File: src/rtl/timer_sched_pkg.sv
// -----------------------------------------------------------------------------
// timer_sched_pkg
// Shared types and helpers for the timer_sched round-robin timeout scheduler.
//   state_t  : scheduler FSM state (2-bit)
//   DEF_*    : default configuration (NREQ, WIDTH) and default pointer width
//   rr_pick  : round-robin winner index (lowest requesting index >= ptr,
//              wrapping modulo n)
// -----------------------------------------------------------------------------
package timer_sched_pkg;

    typedef enum logic [1:0] {
        ST_IDLE = 2'd0,
        ST_LOAD = 2'd1,
        ST_RUN  = 2'd2,
        ST_DONE = 2'd3
    } state_t;

    localparam int DEF_NREQ  = 4;
    localparam int DEF_WIDTH = 5;
    localparam int DEF_PTR_W = $clog2(DEF_NREQ);

    // Largest supported requester count; the helper works on a vector of
    // this size so it serves every legal NREQ.
    localparam int MAX_NREQ  = 16;
    localparam int IDX_W     = $clog2(MAX_NREQ);

    // Returns the first requesting index found when scanning ptr, ptr+1, ...
    // modulo n. Returns 0 when nothing requests; callers qualify with |req.
    function automatic int rr_pick(input logic [MAX_NREQ-1:0] req,
                                   input int                  ptr,
                                   input int                  n);
        int   cand;
        int   win;
        logic found;
        win   = 0;
        found = 1'b0;
        cand  = 0;
        for (int k = 0; k < MAX_NREQ; k++) begin
            if (k < n && !found) begin
                // ptr < n and k < n, so a single conditional subtract wraps.
                cand = ptr + k;
                if (cand >= n) begin
                    cand = cand - n;
                end
                if (req[cand[IDX_W-1:0]]) begin
                    win   = cand;
                    found = 1'b1;
                end
            end
        end
        return win;
    endfunction

endpackage

File: src/rtl/timer_sched_rr_arbiter.sv
// -----------------------------------------------------------------------------
// rr_arbiter
// Combinational round-robin arbiter used by timer_sched.
// Ports:
//   i_req   [NREQ]  : request vector
//   i_ptr   [PTR_W] : round-robin start index (highest priority)
//   o_win   [NREQ]  : one-hot winner, all zero when no request
//   o_idx   [PTR_W] : winner index (0 when no request)
//   o_valid         : at least one request present
// -----------------------------------------------------------------------------
module rr_arbiter
    import timer_sched_pkg::*;
#(
    parameter int NREQ  = DEF_NREQ,
    parameter int PTR_W = $clog2(NREQ)
) (
    input  logic [NREQ-1:0]  i_req,
    input  logic [PTR_W-1:0] i_ptr,
    output logic [NREQ-1:0]  o_win,
    output logic [PTR_W-1:0] o_idx,
    output logic             o_valid
);

    logic [MAX_NREQ-1:0] w_req_ext;

    assign w_req_ext = MAX_NREQ'(i_req);
    assign o_valid   = |i_req;
    assign o_idx     = PTR_W'(rr_pick(w_req_ext, int'(i_ptr), NREQ));
    assign o_win     = o_valid ? (NREQ'(1) << o_idx) : '0;

endmodule

File: src/rtl/timer_sched.sv
// -----------------------------------------------------------------------------
// timer_sched
// Round-robin scheduler time-sharing one external loadable up-counter among
// NREQ requesters. One timeout is in flight at a time: the winner is granted,
// the counter is loaded with 0, enabled until it equals the winner's duration,
// and a one-cycle done pulse is returned to that requester.
//
// Ports:
//   clk       : clock, posedge
//   rst       : synchronous active-high reset
//   req  [N]  : level request per requester, held until done
//   dur  [N*W]: duration per requester, slice i = dur[i*WIDTH +: WIDTH]
//   grant[N]  : one-hot acceptance pulse (combinational from req in IDLE)
//   done [N]  : one-hot expiry pulse to the owner
//   busy      : high while a timeout is in flight (LOAD, RUN, DONE)
//   cnt_load  : counter load strobe
//   cnt_enab  : counter increment enable
//   cnt_in[W] : counter load value, constant 0
//   cnt_val[W]: counter registered output
//
// Build option:
//   TIMER_SCHED_ABORT_EN : when defined, dropping req[owner] during LOAD or
//                          RUN returns to IDLE without a done pulse.
// -----------------------------------------------------------------------------
module timer_sched
    import timer_sched_pkg::*;
#(
    parameter int NREQ  = DEF_NREQ,
    parameter int WIDTH = DEF_WIDTH
) (
    input  logic                  clk,
    input  logic                  rst,
    input  logic [NREQ-1:0]       req,
    input  logic [NREQ*WIDTH-1:0] dur,
    output logic [NREQ-1:0]       grant,
    output logic [NREQ-1:0]       done,
    output logic                  busy,
    output logic                  cnt_load,
    output logic                  cnt_enab,
    output logic [WIDTH-1:0]      cnt_in,
    input  logic [WIDTH-1:0]      cnt_val
);

    localparam int PTR_W = $clog2(NREQ);

    state_t            r_state;
    state_t            w_state_nxt;
    logic [PTR_W-1:0]  r_ptr;
    logic [PTR_W-1:0]  r_owner;
    logic [WIDTH-1:0]  r_dur_q;

    logic [NREQ-1:0]   w_win;
    logic [PTR_W-1:0]  w_idx;
    logic              w_valid;
    logic              w_take;
    logic              w_match;
    logic              w_abort;
    logic [PTR_W-1:0]  w_ptr_nxt;
    logic [WIDTH-1:0]  w_dur_sel;

    rr_arbiter #(
        .NREQ  (NREQ),
        .PTR_W (PTR_W)
    ) u_arb (
        .i_req   (req),
        .i_ptr   (r_ptr),
        .o_win   (w_win),
        .o_idx   (w_idx),
        .o_valid (w_valid)
    );

    assign w_take    = (r_state == ST_IDLE) && w_valid;
    assign w_match   = (cnt_val == r_dur_q);
    assign w_ptr_nxt = (w_idx == PTR_W'(NREQ - 1)) ? '0 : w_idx + 1'b1;

`ifdef TIMER_SCHED_ABORT_EN
    assign w_abort = !req[r_owner];
`else
    assign w_abort = 1'b0;
`endif

    // Duration slice of the current arbitration winner.
    always_comb begin
        w_dur_sel = '0;
        for (int i = 0; i < NREQ; i++) begin
            if (w_idx == PTR_W'(i)) begin
                w_dur_sel = dur[i*WIDTH +: WIDTH];
            end
        end
    end

    // Next state and outputs. Everything except grant is decoded from
    // registered state (plus the counter's registered output), so req never
    // reaches cnt_load/cnt_enab combinationally.
    always_comb begin
        // NOTE: every output of this block gets a default before the case so
        // no path leaves a signal unassigned (which would infer a latch).
        w_state_nxt = r_state;
        grant       = '0;
        done        = '0;
        busy        = 1'b1;
        cnt_load    = 1'b0;
        cnt_enab    = 1'b0;
        cnt_in      = '0;
        case (r_state)
            ST_IDLE: begin
                busy  = 1'b0;
                grant = w_win;
                if (w_valid) begin
                    w_state_nxt = ST_LOAD;
                end
            end
            ST_LOAD: begin
                cnt_load    = 1'b1;
                w_state_nxt = w_abort ? ST_IDLE : ST_RUN;
            end
            ST_RUN: begin
                // Equality stop: the counter halts at r_dur_q and never wraps.
                cnt_enab = !w_match;
                if (w_abort) begin
                    w_state_nxt = ST_IDLE;
                end else if (w_match) begin
                    w_state_nxt = ST_DONE;
                end
            end
            ST_DONE: begin
                done        = NREQ'(1) << r_owner;
                w_state_nxt = ST_IDLE;
            end
            default: begin
                w_state_nxt = ST_IDLE;
            end
        endcase
    end

    always_ff @(posedge clk) begin
        // NOTE: state registers use non-blocking assignments so every flop
        // samples pre-edge values regardless of statement order.
        if (rst) begin
            r_state <= ST_IDLE;
            r_ptr   <= '0;
            r_owner <= '0;
            r_dur_q <= '0;
        end else begin
            r_state <= w_state_nxt;
            if (w_take) begin
                r_owner <= w_idx;
                r_ptr   <= w_ptr_nxt;
                r_dur_q <= w_dur_sel;
            end
        end
    end

endmodule

File: config.mk
export PLATFORM = sky130hd
export DESIGN_NAME = timer_sched
export DESIGN_NICKNAME = d
export VERILOG_FILES = /design/src/rtl/timer_sched_pkg.sv /design/src/rtl/timer_sched_rr_arbiter.sv /design/src/rtl/timer_sched.sv
export SDC_FILE = /design/constraint.sdc
export NUM_CORES = 1
export LEC_CHECK = 0
export ABC_AREA = 0
export CORE_UTILIZATION = 42
export DETAILED_ROUTE_END_ITERATION = 7
export PLACE_DENSITY = 0.82
export SLEW_MARGIN = 0
export SYNTH_ARGS = -nofsm -noshare
export SYNTH_HDL_FRONTEND = slang
export SYNTH_SLANG_ARGS = --single-unit
File: constraint.sdc
create_clock -name clk -period 3.8 [get_ports clk]
set_input_delay 0.57 -clock clk [delete_from_list [all_inputs] [get_ports clk]]
set_output_delay 0.57 -clock clk [all_outputs]
set_load 0.05 [all_outputs]
# ---- Word level (Yosys, flattened, before mapping)
# Index checks and enable logic that the tools add are counted.
dict set report totals {
  inputBits 31
  wordCells 78
  output_inout_bits 16
  regBits 11
}
dict set report op_classes {
  n_lt_le_gt_ge 8
  n_shift 2
  n_reduce_logical 6
  add_sub_neg 8
  mux 41
  eq_ne 9
}
# cell count
set op_table {}
lappend op_table {{>= comparator 32 x 4 -> 1 bit (second input constant)} 3}
lappend op_table {{two-way mux 4 bit} 10}
lappend op_table {{< comparator 4 x 5 -> 1 bit (second input constant)} 4}
lappend op_table {{two-way mux 2 bit} 10}
lappend op_table {{two-way mux 5 bit} 4}
lappend op_table {{binary-select mux 1 bit (select 4 bit)} 4}
lappend op_table {{two-way mux 1 bit} 12}
lappend op_table {{subtractor 3 x 3 -> 4 bit (second input constant)} 3}
lappend op_table {{== test 2 bit (second input constant)} 4}
lappend op_table {{one-hot mux 2 bit (4 select lines)} 1}
lappend op_table {{<< shifter 1 x 2 -> 4 bit (first input constant)} 2}
lappend op_table {{adder 2 x 2 -> 3 bit (second input constant)} 2}
lappend op_table {{== test 5 bit} 1}
lappend op_table {{== test 2 x 1 -> 1 bit (second input constant)} 2}
lappend op_table {{zero test 2 bit} 2}
lappend op_table {{OR reduction 4 bit} 1}
lappend op_table {{subtractor 2 x 3 -> 4 bit (second input constant)} 1}
lappend op_table {{adder 2 x 1 -> 3 bit (second input constant)} 1}
lappend op_table {{>= comparator 2 x 3 -> 1 bit (second input constant)} 1}
lappend op_table {{adder 2 x 1 -> 2 bit (second input constant)} 1}
lappend op_table {{!= test 2 x 1 -> 1 bit (second input constant)} 1}
lappend op_table {{!= test 2 bit (second input constant)} 1}
lappend op_table {{AND reduction 2 bit} 1}
lappend op_table {{logical AND 1 bit} 1}
lappend op_table {{zero test 1 bit} 1}

# ---- Longest topological paths before layout
# Gate-level depths: netlist (run 1).
dict set report depth {
  word_depth 25
  ltp_mapped 14
  depth_no_buf 13
}

# ---- Hierarchy
# Synthesis (run 1) repeated with hierarchy kept, for this count alone.
dict set report unflattened {
  cells_unflattened 175
  area_unflattened_um2 1335.0
}
# mod cells_per_inst seq_area_each_um2 area_per_inst_um2 instances
set by_module_without_submodules {}
lappend by_module_without_submodules {timer_sched 122 220.2 918.4 1}
lappend by_module_without_submodules {rr_arbiter 53 0.0 416.6 1}

# ---- Worst setup path after synthesis (run 1)
# No wires, ideal clock.
dict set report synth_path {
  path_type {register to output}
  from {register r_ptr[0]}
  to {output grant[2]}
  arrival_time_ps 3047
  stages_incl_launch_ff 12
  required_ps 3230
  path_slack_ps 183
  path_buffers 2
  cell_sequence {dfxtp_1 > buf_6 > inv_1 > ha_1 > mux2_2 > and3_2 > or4_1 > o31a_2 > inv_1 > ha_1 > clkbuf_1 > and2_1}
}
dict set report synth_via {
  elab_chain_len 15
  word_cells_on_any_way 41
  classes_between {7 x add/sub; 4 x order compare; 1 x shift; 29 x mux}
}
# item line_no
set synth_rtl {}
lappend synth_rtl {{start: declaration} timer_sched.sv:48} ;# logic [PTR_W-1:0] r_ptr;
lappend synth_rtl {{start signal: assignment} timer_sched.sv:148} ;# r_ptr <= w_ptr_nxt;
lappend synth_rtl {{adder 2 x 1 -> 3 bit} timer_sched_pkg.sv:41} ;# cand = ptr + k;
lappend synth_rtl {{>= comparator 32 x 4 -> 1 bit / subtractor 3 x 3 -> 4 bit (equally long branches)} {timer_sched_pkg.sv:42, timer_sched_pkg.sv:43}}
lappend synth_rtl {{two-way mux 4 bit} timer_sched_pkg.sv:42} ;# if (cand >= n) begin
lappend synth_rtl {{two-way mux 4 bit} timer_sched_pkg.sv:39} ;# if (k < n && !found) begin
lappend synth_rtl {{binary-select mux 1 bit (select 4 bit)} timer_sched_pkg.sv:45} ;# if (req[cand[IDX_W-1:0]]) begin
lappend synth_rtl {{two-way mux 1 bit (implied by the code)} timer_sched_pkg.sv:45}
lappend synth_rtl {{two-way mux 2 bit} timer_sched_pkg.sv:45}
lappend synth_rtl {{two-way mux 2 bit} timer_sched_pkg.sv:39}
lappend synth_rtl {{two-way mux 2 bit} timer_sched_pkg.sv:45}
lappend synth_rtl {{two-way mux 2 bit} timer_sched_pkg.sv:39}
lappend synth_rtl {{two-way mux 2 bit} timer_sched_pkg.sv:45}
lappend synth_rtl {{two-way mux 2 bit *} timer_sched_pkg.sv:39}
lappend synth_rtl {{via u_arb.o_idx[1]} timer_sched_rr_arbiter.sv:20} ;# output logic [PTR_W-1:0] o_idx,
lappend synth_rtl {{<< shifter 1 x 2 -> 4 bit *} timer_sched_rr_arbiter.sv:29} ;# assign o_win = o_valid ? (NREQ'(1) << o_idx) : '0;
lappend synth_rtl {{two-way mux 4 bit *} timer_sched_rr_arbiter.sv:29}
lappend synth_rtl {{two-way mux 4 bit *} timer_sched.sv:105} ;# case (r_state)
lappend synth_rtl {{end: declaration} timer_sched.sv:35} ;# output logic [NREQ-1:0] grant,
# Mark *: on every way through the listed nets, which the timed path passes. The rest lies on a longest branch. The select of a mux whose other input is x is not followed.

# ---- Worst setup path after layout (run 1)
dict set report layout_path {
  from {register r_ptr[1]}
  to {output grant[1]}
}
dict set report layout_via {
  elab_chain_len 15
  word_cells_on_any_way 41
  classes_between {7 x add/sub; 4 x order compare; 1 x shift; 29 x mux}
}
# item line_no
set layout_rtl {}
lappend layout_rtl {{adder 2 x 1 -> 3 bit} timer_sched_pkg.sv:41}
lappend layout_rtl {{>= comparator 32 x 4 -> 1 bit / subtractor 3 x 3 -> 4 bit (equally long branches)} {timer_sched_pkg.sv:42, timer_sched_pkg.sv:43}}
lappend layout_rtl {{two-way mux 4 bit} timer_sched_pkg.sv:42}
lappend layout_rtl {{two-way mux 4 bit} timer_sched_pkg.sv:39}
lappend layout_rtl {{binary-select mux 1 bit (select 4 bit)} timer_sched_pkg.sv:45}
lappend layout_rtl {{two-way mux 1 bit (implied by the code)} timer_sched_pkg.sv:45}
lappend layout_rtl {{two-way mux 2 bit} timer_sched_pkg.sv:45}
lappend layout_rtl {{two-way mux 2 bit} timer_sched_pkg.sv:39}
lappend layout_rtl {{two-way mux 2 bit} timer_sched_pkg.sv:45}
lappend layout_rtl {{two-way mux 2 bit} timer_sched_pkg.sv:39}
lappend layout_rtl {{two-way mux 2 bit} timer_sched_pkg.sv:45}
lappend layout_rtl {{two-way mux 2 bit *} timer_sched_pkg.sv:39}
lappend layout_rtl {{<< shifter 1 x 2 -> 4 bit *} timer_sched_rr_arbiter.sv:29}
lappend layout_rtl {{two-way mux 4 bit *} timer_sched_rr_arbiter.sv:29}
lappend layout_rtl {{two-way mux 4 bit *} timer_sched.sv:105}
# Mark *: on every way between the ends. The rest lies on a longest branch, timed or not. The select of a mux whose other input is x is not followed.

==> results of run 1 <==
final timing paths:
check                                start  slack (ns)         end
worst min register to register  r_owner[0]        0.50  r_owner[0]
worst max-delay path              r_ptr[1]        0.13    grant[1]
worst max register to register    r_ptr[1]        0.47  r_dur_q[3]
worst min-delay path            r_owner[0]        0.50  r_owner[0]
synth_stat cells (all sizes together), types with 3 or more instances:
cell and n:
and3 3, ha 12, a21oi 5, nor3 10, inv 7, dfxtp 11
a211oi 6, nor2b 6, clkbuf 4, nor2 15, nand2b 4, and2 5
xnor2 3, buf 6, o21a 3, nand2 5, mux2 4, a221oi 4
kinds of logic after synthesis:
family | count (synthesis) | share of synthesized area
AOI/OAI and AO/OA | 25 | 0.172
other | 1 | 0.00337
muxes | 7 | 0.0854
adders and majority gates | 12 | 0.135
xor gates and xnor gates | 5 | 0.0393
and+or+nand+nor | 58 | 0.287
DFF | 11 | 0.198
buffers and inverters | 17 | 0.0809
registers in the layout, summed over array words and instances, names as in the netlist:
name and flops:
r_owner 2, r_dur_q 5, r_ptr 2, r_state 2
per-stage QoR:
stage                     utilization  total power, µW  setup WS [ns]  hold slack, ns  area (µm²)
final                           0.634             1300          0.129           0.502        1590
after global routing            0.634             1410         0.0196           0.532        1590
after CTS                       0.634             1310         0.0230           0.504        1580
after detailed placement        0.623             1220          0.268           0.493        1560
after global placement          0.623             1180          0.397           0.483        1560
after floorplan                     -              944          0.183           0.467        1130
report_power, final:
part | internal [µW] | total [µW] | switching, µW
Sequential | 165 | 211 | 45.9
Combinational | 436 | 1010 | 575
Clock | 40.7 | 81.2 | 40.5
per-layer routing:
metal  wire [µm]  share of wire  vias to the layer above
met5           0              0                        -
met4          16         0.0061                        0
met3         146          0.055                        2
met2        1430           0.54                       42
met1        1050           0.40                      525
li1            -              -                      566
tightest hold or removal path, cell delays in order, from the launching register on:
cell and delay [ns]:
dfxtp_1 0.34, nand2_1 0.07, a21oi_1 0.05
layout make-up:
type | count | area (µm²) | share of cell area
multi-input combinational | 112 | 818 | 0.516
sequential | 11 | 221 | 0.140
inverter | 7 | 26.3 | 0.0166
timing repair buffer | 45 | 455 | 0.287
clock buffer | 4 | 26.3 | 0.0166
tap | 30 | 37.5 | 0.0237
what timing repair did:
item	4_1_cts	5_1_grt
resized for setup	0	1
endpoints found under the setup margin	0	4
buffers inserted	0	0
==> flow_metrics.tcl, run 1 <==
set metrics [dict create \
    status "complete, no violations" \
    drc_errors 0 \
    grt_pass1_vias 1054 \
    numClockSinks 11 \
    synthesis.area_mm2 0.00111 \
    final_common_cell "clkdlybuf4s50_1" \
    drive_above_1_share 0.117 \
    antenna_left 0 \
    synth_top_cell_area_share 0.198 \
    hold_viol 0 \
    crit_top_cell "ha_1" \
    path_class "register to output port" \
    synth.distinct_cells 42 \
    vias 1135 \
    hold_class "register to register" \
    synth.area.top_cells "dfxtp_1, ha_1, nor2_1, nor3_1, a211oi_1" \
    finalSetupViolations 0 \
    synthCells 136 \
    busiest_layer "met2" \
    critPathTopFamily "simple AND/OR/NAND/NOR gates" \
    wl_um 2640 \
    drv_cap 0 \
    yosysWarnings 0 \
    synth_async_sr_flop_share 0 \
    place_inst 205 \
    grt_use_met3 0.0287 \
    fmax_mhz 272 \
    diodes 0 \
    cts.clk_slew.worst_paths_ns 0.07 \
    use_met1 0.218 \
    cp.depth 9 \
    gp_congestion 0.804 \
    final_net_count 223 \
    arrival_ns 3.10 \
    hold_depth 2 \
    final_cells 209 \
    yosysSeqAreaShare 0.198 \
    drv_slew 0 \
    relSlewSlack 0.656 \
    rsz0062_at_grt "false" \
    syn_area_per_cell_um2 8.19 \
    setup_tns_ns 0 \
    r2r_cells 12 \
    wire_per_inst_um 12.6 \
    drtPass1Iterations 4 \
    cts_hold_repair.buffers 0 \
    n_fill_cell 226 \
    routed_via_density 5.43 \
    crit_buf_inv 2 \
    cts_max_level 1 \
    p_per_area_mw_per_mm2 822 \
    clock_path_buffers 2 \
    die_h_um 53.5 \
    grt_antenna_before_repair 0 \
    grt_pass1_wl_um 4420 \
    critPathSlowestCell "or4_1" \
    design.core.area_mm2 0.00250 \
    cts_made_buffers 3 \
    io_buffers 41 \
    die_area_mm2 0.00286 \
    post-route-period-util 0.966 \
    crit_chain "inv_1 > ha_1 > mux2_2 > and3_2 > or4_1 > o31a_2 > ha_1 > and2_1 > buf_4" \
    start_util 0.445 \
    p_leak_uw 0.000670 \
    cts_tree "yes" \
    root_buffer "clkbuf_4" \
    grt_usage 0.210 \
    worstSkewPairLatency_ns 0.27 \
    crit_path_end_kind "output port" \
    gr-total-overflow 0 \
    cp_max_fo 9 \
    required_ns 3.23 \
    fp.dieW_um 53.5 \
    period_needed_ns 3.67 \
    max_stage_delay_ns 0.50 \
    ir_drop_uv 528 \
    synth_edf_count 0 \
    gr-usage-met2 0.425 \
    io_pins 47 \
    ys_ff_latch 11 \
    ys_dominant_reg_cell "dfxtp_1" \
    tightest_slew_ns 0.514 \
    skew_ns 0.00123 \
    fp-row-count 18 \
    hpwl_um 2240 \
    grt_start_max_net_pins 13 \
    final_cell_mix "clkdlybuf4s50_1, nor2_1, ha_1" \
    drt_iter0_markers 15 \
    area_growth_pct 42.4 \
    startpoint_type "register" \
    yosysTopAreaCell "dfxtp_1" \
]
Note: power is estimated with default switching activity, not from simulation.
==> run 2, diff against run 1 <==
--- a/config.mk
+++ b/config.mk
@@ -8,6 +8,7 @@
 export ABC_AREA = 0
 export CORE_UTILIZATION = 42
 export DETAILED_ROUTE_END_ITERATION = 7
+export GPL_TIMING_DRIVEN = 1
 export PLACE_DENSITY = 0.82
 export SLEW_MARGIN = 0
 export SYNTH_ARGS = -nofsm -noshare
==> results of run 2 <==
Same layout as run 1: the final DEF is identical, and so are final timing and power.
==> edit 1, RTL diff (config.mk and constraints of run 1) <==
Change the package constant `DEF_WIDTH` from 5 to 4.
--- a/src/rtl/timer_sched_pkg.sv
+++ b/src/rtl/timer_sched_pkg.sv
@@ -16,7 +16,7 @@
     } state_t;
 
     localparam int DEF_NREQ  = 4;
-    localparam int DEF_WIDTH = 5;
+    localparam int DEF_WIDTH = 4;
     localparam int DEF_PTR_W = $clog2(DEF_NREQ);
 
     // Largest supported requester count; the helper works on a vector of
Interface: changed (resized cnt_in, cnt_val and dur); port bits go from 47 to 41. No check against the original RTL was run, so the function may have changed too.
==> edit 1 against run 1 <==
  * Wire length decreased by 0.11%
  * Non-clock buffer count decreased by 8
  * Global-route usage increased by 0.90 points
  * Total power increased by 4.7%
  * Setup slack improved by 150 ps
  * Sequential share of layout area decreased by 0.36 points
  * Sequential cell count decreased by 1
  * Design area decreased by 7.2%
  * Cell count decreased by 9.1%
  * Synthesized area decreased by 6.2%
  * Count of clock-buffer cells in the layout unchanged
==> edit 1: results (changes against run 1) <==
Status: complete, no violations
Largest cells by area after synthesis: dfxtp_1, ha_1, mux2i_1
Vias per Instance: 5.71 (+5.1%)
IO buf count: 36 (-12%)
Clk_skew: 1.46 ps (+0.231 ps)
WL met3: 144 um (-1.4%)
GR Util met2: 40.4% (-2.1 points)
Grt met1 use: 25.1% (+3.4 points)
Met1 WL: 1070 um (+1.3%)
Most frequent cells after synthesis: ha_1, a21oi_1, dfxtp_1, nor2_1, nor3_1
Htree depth: 1 (unchanged)
Peak supply drop: 560 uV (+6.0%)
Hold path endpoint: r_dur_q[2]$_SDFFE_PP0P_
Filler Cell Count: 187 (-17%)
Startpoint Class: register
Worst min-delay path startpoint: r_dur_q[2]$_SDFFE_PP0P_
Slew headroom: 45.9% (-20 points)
GRT Util Overall: 21.9% (+0.90 points)
Pre-antenna DRT Iters: 4 (unchanged)
Post-DR wirelength/cell: 13.9 um (+9.9%)
Fraction of layout cells with a size suffix above 1: 10.5% (-1.2 points)
Cell variety after synth: 38 (-9.5%)
Max Clock Freq: 284 MHz (+4.3%)
Lkg Pwr: 0.000625 uW (-6.8%)
Met3 global-route usage: 3.22% (+0.34 points)
Crit-path max cell delay: 450 ps (-50 ps)
Worst setup endpoint: grant[2]
Worst Setup Slack post-DPL: 322 ps (+53.8 ps)
Placed Area: 1430 sq um (-8.2%)
Number of global-route vias before repair: 1012 (-4.0%)
DPL Wire Length: 2060 um (-8.1%)
Met2 WL: 1390 um (-2.3%)
Largest net degree at the start of global routing: 15 (+2)
Number of flip-flops in the largest register: 4 (-1)
Internal reg-to-reg setup slack: 640 ps (+170 ps)
Seq/Total Area, Yosys: 19.2% (-0.61 points)
Layout Cells excl Fill: 190 (-9.1%)
Nets@finish: 201 (-9.9%)
Clock root cell: clkbuf_4
Worst hold slack: 511 ps (+9.13 ps)
Crit-path slowest cell: nor3_1
Clock-pin slew on the worst setup and hold paths: 80 ps
Gp weighted congestion: 0.853 (+6.1%)
Area of the multi-input gates: 774 sq um (-5.4%)
R2r endpoint: r_dur_q[1]$_SDFFE_PP0P_
CP Data Arrival Time: 2950 ps (-150 ps)
Delay-heaviest family, CP: simple AND/OR/NAND/NOR gates
Syn avg cell area: 8.23 sq um (+0.47%)
edit 1: changes by cell type in the layout (fill, tap and decap cells not counted), moves of 3 or more:
cell / delta
nand2b_1: -3
a21oi_1: +5
xnor2_1: -3
mux2i_1: +4
clkdlybuf4s50_1: -5
buf_4: -4
nor2_1: -5
o21a_1: -3
o21ai_0: +4
edit 1: power breakdown:
group	total (uW)	internal [uW]	switching (uW)
combinational	1070	440	630
clock	103	58.3	44.5
sequential	191	152	39.0
edit 1: final cells by class:
type                       instances  area share [%]
tap                               28            2.38
sequential                        10            13.6
clock buffer                       4            2.47
inverter                           8            2.04
timing repair buffer              37            26.9
multi-input combinational        103            52.6
edit 1: logic make-up after synthesis:
group / after synthesis / share of synthesized area (%)
simple gates: 42 / 20.8
compound gates: 33 / 24.7
buf+inv: 17 / 8.26
fa+ha+maj: 12 / 14.4
flops: 10 / 19.2
mux: 8 / 8.98
xor+xnor: 4 / 3.35
other cells: 1 / 0.359
==> edit 2, RTL diff (settings of run 1) <==
Made on the original files. Put a register stage on the output `cnt_enab`, with the module's reset. The value now appears one clock later. The other outputs are not delayed to match. Comments in the files are not updated.
--- a/src/rtl/timer_sched.sv
+++ b/src/rtl/timer_sched.sv
@@ -42,6 +42,8 @@
 );
 
     localparam int PTR_W = $clog2(NREQ);
+
+    logic cnt_enab_d;
 
     state_t            r_state;
     state_t            w_state_nxt;
@@ -100,7 +102,7 @@
         done        = '0;
         busy        = 1'b1;
         cnt_load    = 1'b0;
-        cnt_enab    = 1'b0;
+        cnt_enab_d  = 1'b0;
         cnt_in      = '0;
         case (r_state)
             ST_IDLE: begin
@@ -116,7 +118,7 @@
             end
             ST_RUN: begin
                 // Equality stop: the counter halts at r_dur_q and never wraps.
-                cnt_enab = !w_match;
+                cnt_enab_d = !w_match;
                 if (w_abort) begin
                     w_state_nxt = ST_IDLE;
                 end else if (w_match) begin
@@ -151,5 +153,13 @@
         end
     end
 
+    always_ff @(posedge clk) begin
+        if (rst) begin
+            cnt_enab <= '0;
+        end else begin
+            cnt_enab <= cnt_enab_d;
+        end
+    end
+
 endmodule
 
Behaviour: not the same (Yosys sat finds a counterexample within 4 cycles, from zero or initial values and one cycle with rst high).
==> edit 2 against run 1 <==
  * Wire length down 4.4%
  * Sequential cell count is 1 higher
  * Synthesized area fell by 0.11%
  * Setup slack improved by 94 ps
  * Clock power up 27%
  * Design area is 1.0% higher
  * Via count shrank 2.5%
  * Total power up 4.0%
  * Sequential power is 4% higher
  * Core utilization up 0.65 points
  * Critical path type unchanged
  * Critical endpoint unchanged
  * Largest power group unchanged
==> edit 2: results (changes against run 1) <==
Placed insts: 208 (+1.5%)
First-pass GRT wire length: 3980 um (-10%)
Filler Cell Count: 213 (-5.8%)
Max Cap Violations: 0 (unchanged)
IO buf count: 41 (unchanged)
Slew headroom: 55.1% (-11 points)
Ys Warns: 0 (unchanged)
CP Max Fanout: 8 (-1)
Number of flip-flops in the largest register: 5 (unchanged)
Initial antenna violation count: 0 (unchanged)
Most flops, register: r_dur_q
CP Data Arrival Time: 3010 ps (-90 ps)
Worst skew pair latency: 270 ps (about the same)
Clock-pin slew on the worst setup and hold paths: 80 ps
DPL Wire Length: 2090 um (-6.9%)
Largest net degree at the start of global routing: 12 (-1)
Cell variety after synth: 36 (-14%)
ANT cells: 0 (unchanged)
Seq/Total Area, Yosys: 21.6% (+1.8 points)
1st-iter DRT viols: 21 (+6)
Vias per Instance: 5.22 (-3.8%)
Clk_skew: 5.93 ps (+4.70 ps)
Most frequent cells after synthesis: a21oi_1, dfxtp_1, ha_1
CTS max path bufs: 2 (unchanged)
Gp weighted congestion: 0.902 (+12%)
Synthesized instance count: 140 (+2.9%)
Lkg Pwr: 0.000679 uW (+1.3%)
Clock root cell: clkbuf_4
Post-CTS setup buffer count: 0 (unchanged)
Largest cells by area after synthesis: dfxtp_1, ha_1, a21oi_1
Pre-antenna DRT Iters: 4 (unchanged)
Htree depth: 1 (unchanged)
TritonCTS buffer count: 3 (unchanged)
Top_reg_cell synth: dfxtp_1
GRT Util Overall: 19.0% (-2.0 points)
FFs w/ async S/R, synth: 0% (unchanged)
Fraction of layout cells with a size suffix above 1: 9.34% (-2.4 points)
Number of global-route vias before repair: 932 (-12%)
Status: complete, no violations
Class of the worst hold path: register to register
Peak supply drop: 564 uV (+6.8%)
Nets@finish: 226 (+1.3%)
WL final: 2530 um (-4.4%)
Total power: 1350 uW (+4.0%)
Via count: 1107 (-2.5%)
[edit 2: metrics by stage]
step           instance area [sq um]  setup slack, ps
3_5_place_dp                    1560              235
3_3_place_gp                    1560              281
6_report                        1600              222
2_1_floorplan                   1130              404
4_1_cts                         1600             79.1
5_1_grt                         1600             93.0
[edit 2: cell families (layout without fill, tap and decap cells)]
group | after synthesis | in the layout | synth area share [%]
AOI/OAI and AO/OA | 40 | 40 | 23.3
adders and majority gates | 12 | 12 | 13.5
buffers and inverters | 18 | 56 | 8.44
other | 1 | 5 | 0.337
muxes | 8 | 8 | 8.77
DFF | 12 | 12 | 21.6
xor gates and xnor gates | 5 | 5 | 3.94
and+or+nand+nor | 44 | 44 | 20.1
[edit 2: final cells by class]
| type | instances | area, sq um | area share (%) |
|---|---|---|---|
| Tap cell | 30 | 37.5 | 2.34 |
| Multi-Input combinational cell | 114 | 796 | 49.7 |
| Inverter | 8 | 30.0 | 1.87 |
| Clock buffer | 4 | 36.3 | 2.27 |
| Sequential cell | 12 | 241 | 15.1 |
| Timing Repair Buffer | 44 | 460 | 28.7 |
[edit 2: per-layer routing]
layer | part of all wire, % | up-vias | wire length [um] | global-route usage [%]
met5 | 0 | - | 0 | 0
met4 | 1.3 | 0 | 33 | 3.51
met3 | 8.1 | 4 | 204 | 6.03
met2 | 47 | 50 | 1200 | 32.3
met1 | 43 | 484 | 1090 | 23.2
li1 | - | 569 | - | -
[edit 2: power breakdown]
group / internal [uW] / switching [uW]
sequential: 177 / 41.9
clock: 58.2 / 44.5
combinational: 451 / 582
total: 687 / 668
[edit 2: path summary, 6_finish.rpt]
check | from | endpoint | slack, ps | depth (start not counted)
worst max register to register | r_ptr[1]$_SDFFE_PP0P_ | r_dur_q[1]$_SDFFE_PP0P_ | 580 | 12
worst min-delay path | r_ptr[0]$_SDFFE_PP0P_ | r_ptr[0]$_SDFFE_PP0P_ | 560 | 2
worst min register to register | r_ptr[0]$_SDFFE_PP0P_ | r_ptr[0]$_SDFFE_PP0P_ | 560 | 2
worst max-delay path | r_ptr[1]$_SDFFE_PP0P_ | grant[1] | 220 | 9
[edit 2: repair_timing]
item,CTS,global route
setup endpoints to repair,0,2
hold endpoints to repair,0,0
hold buffers,0,0
resized for setup,0,2
[edit 2: worst max-delay path, cell delays in order, from the launching register on]
cell	delay (ps)
dfxtp_2	420
inv_1	100
ha_1	370
or3_1	420
a221o_1	330
a211oi_2	330
inv_1	110
ha_1	300
and2_1	200
buf_12	150
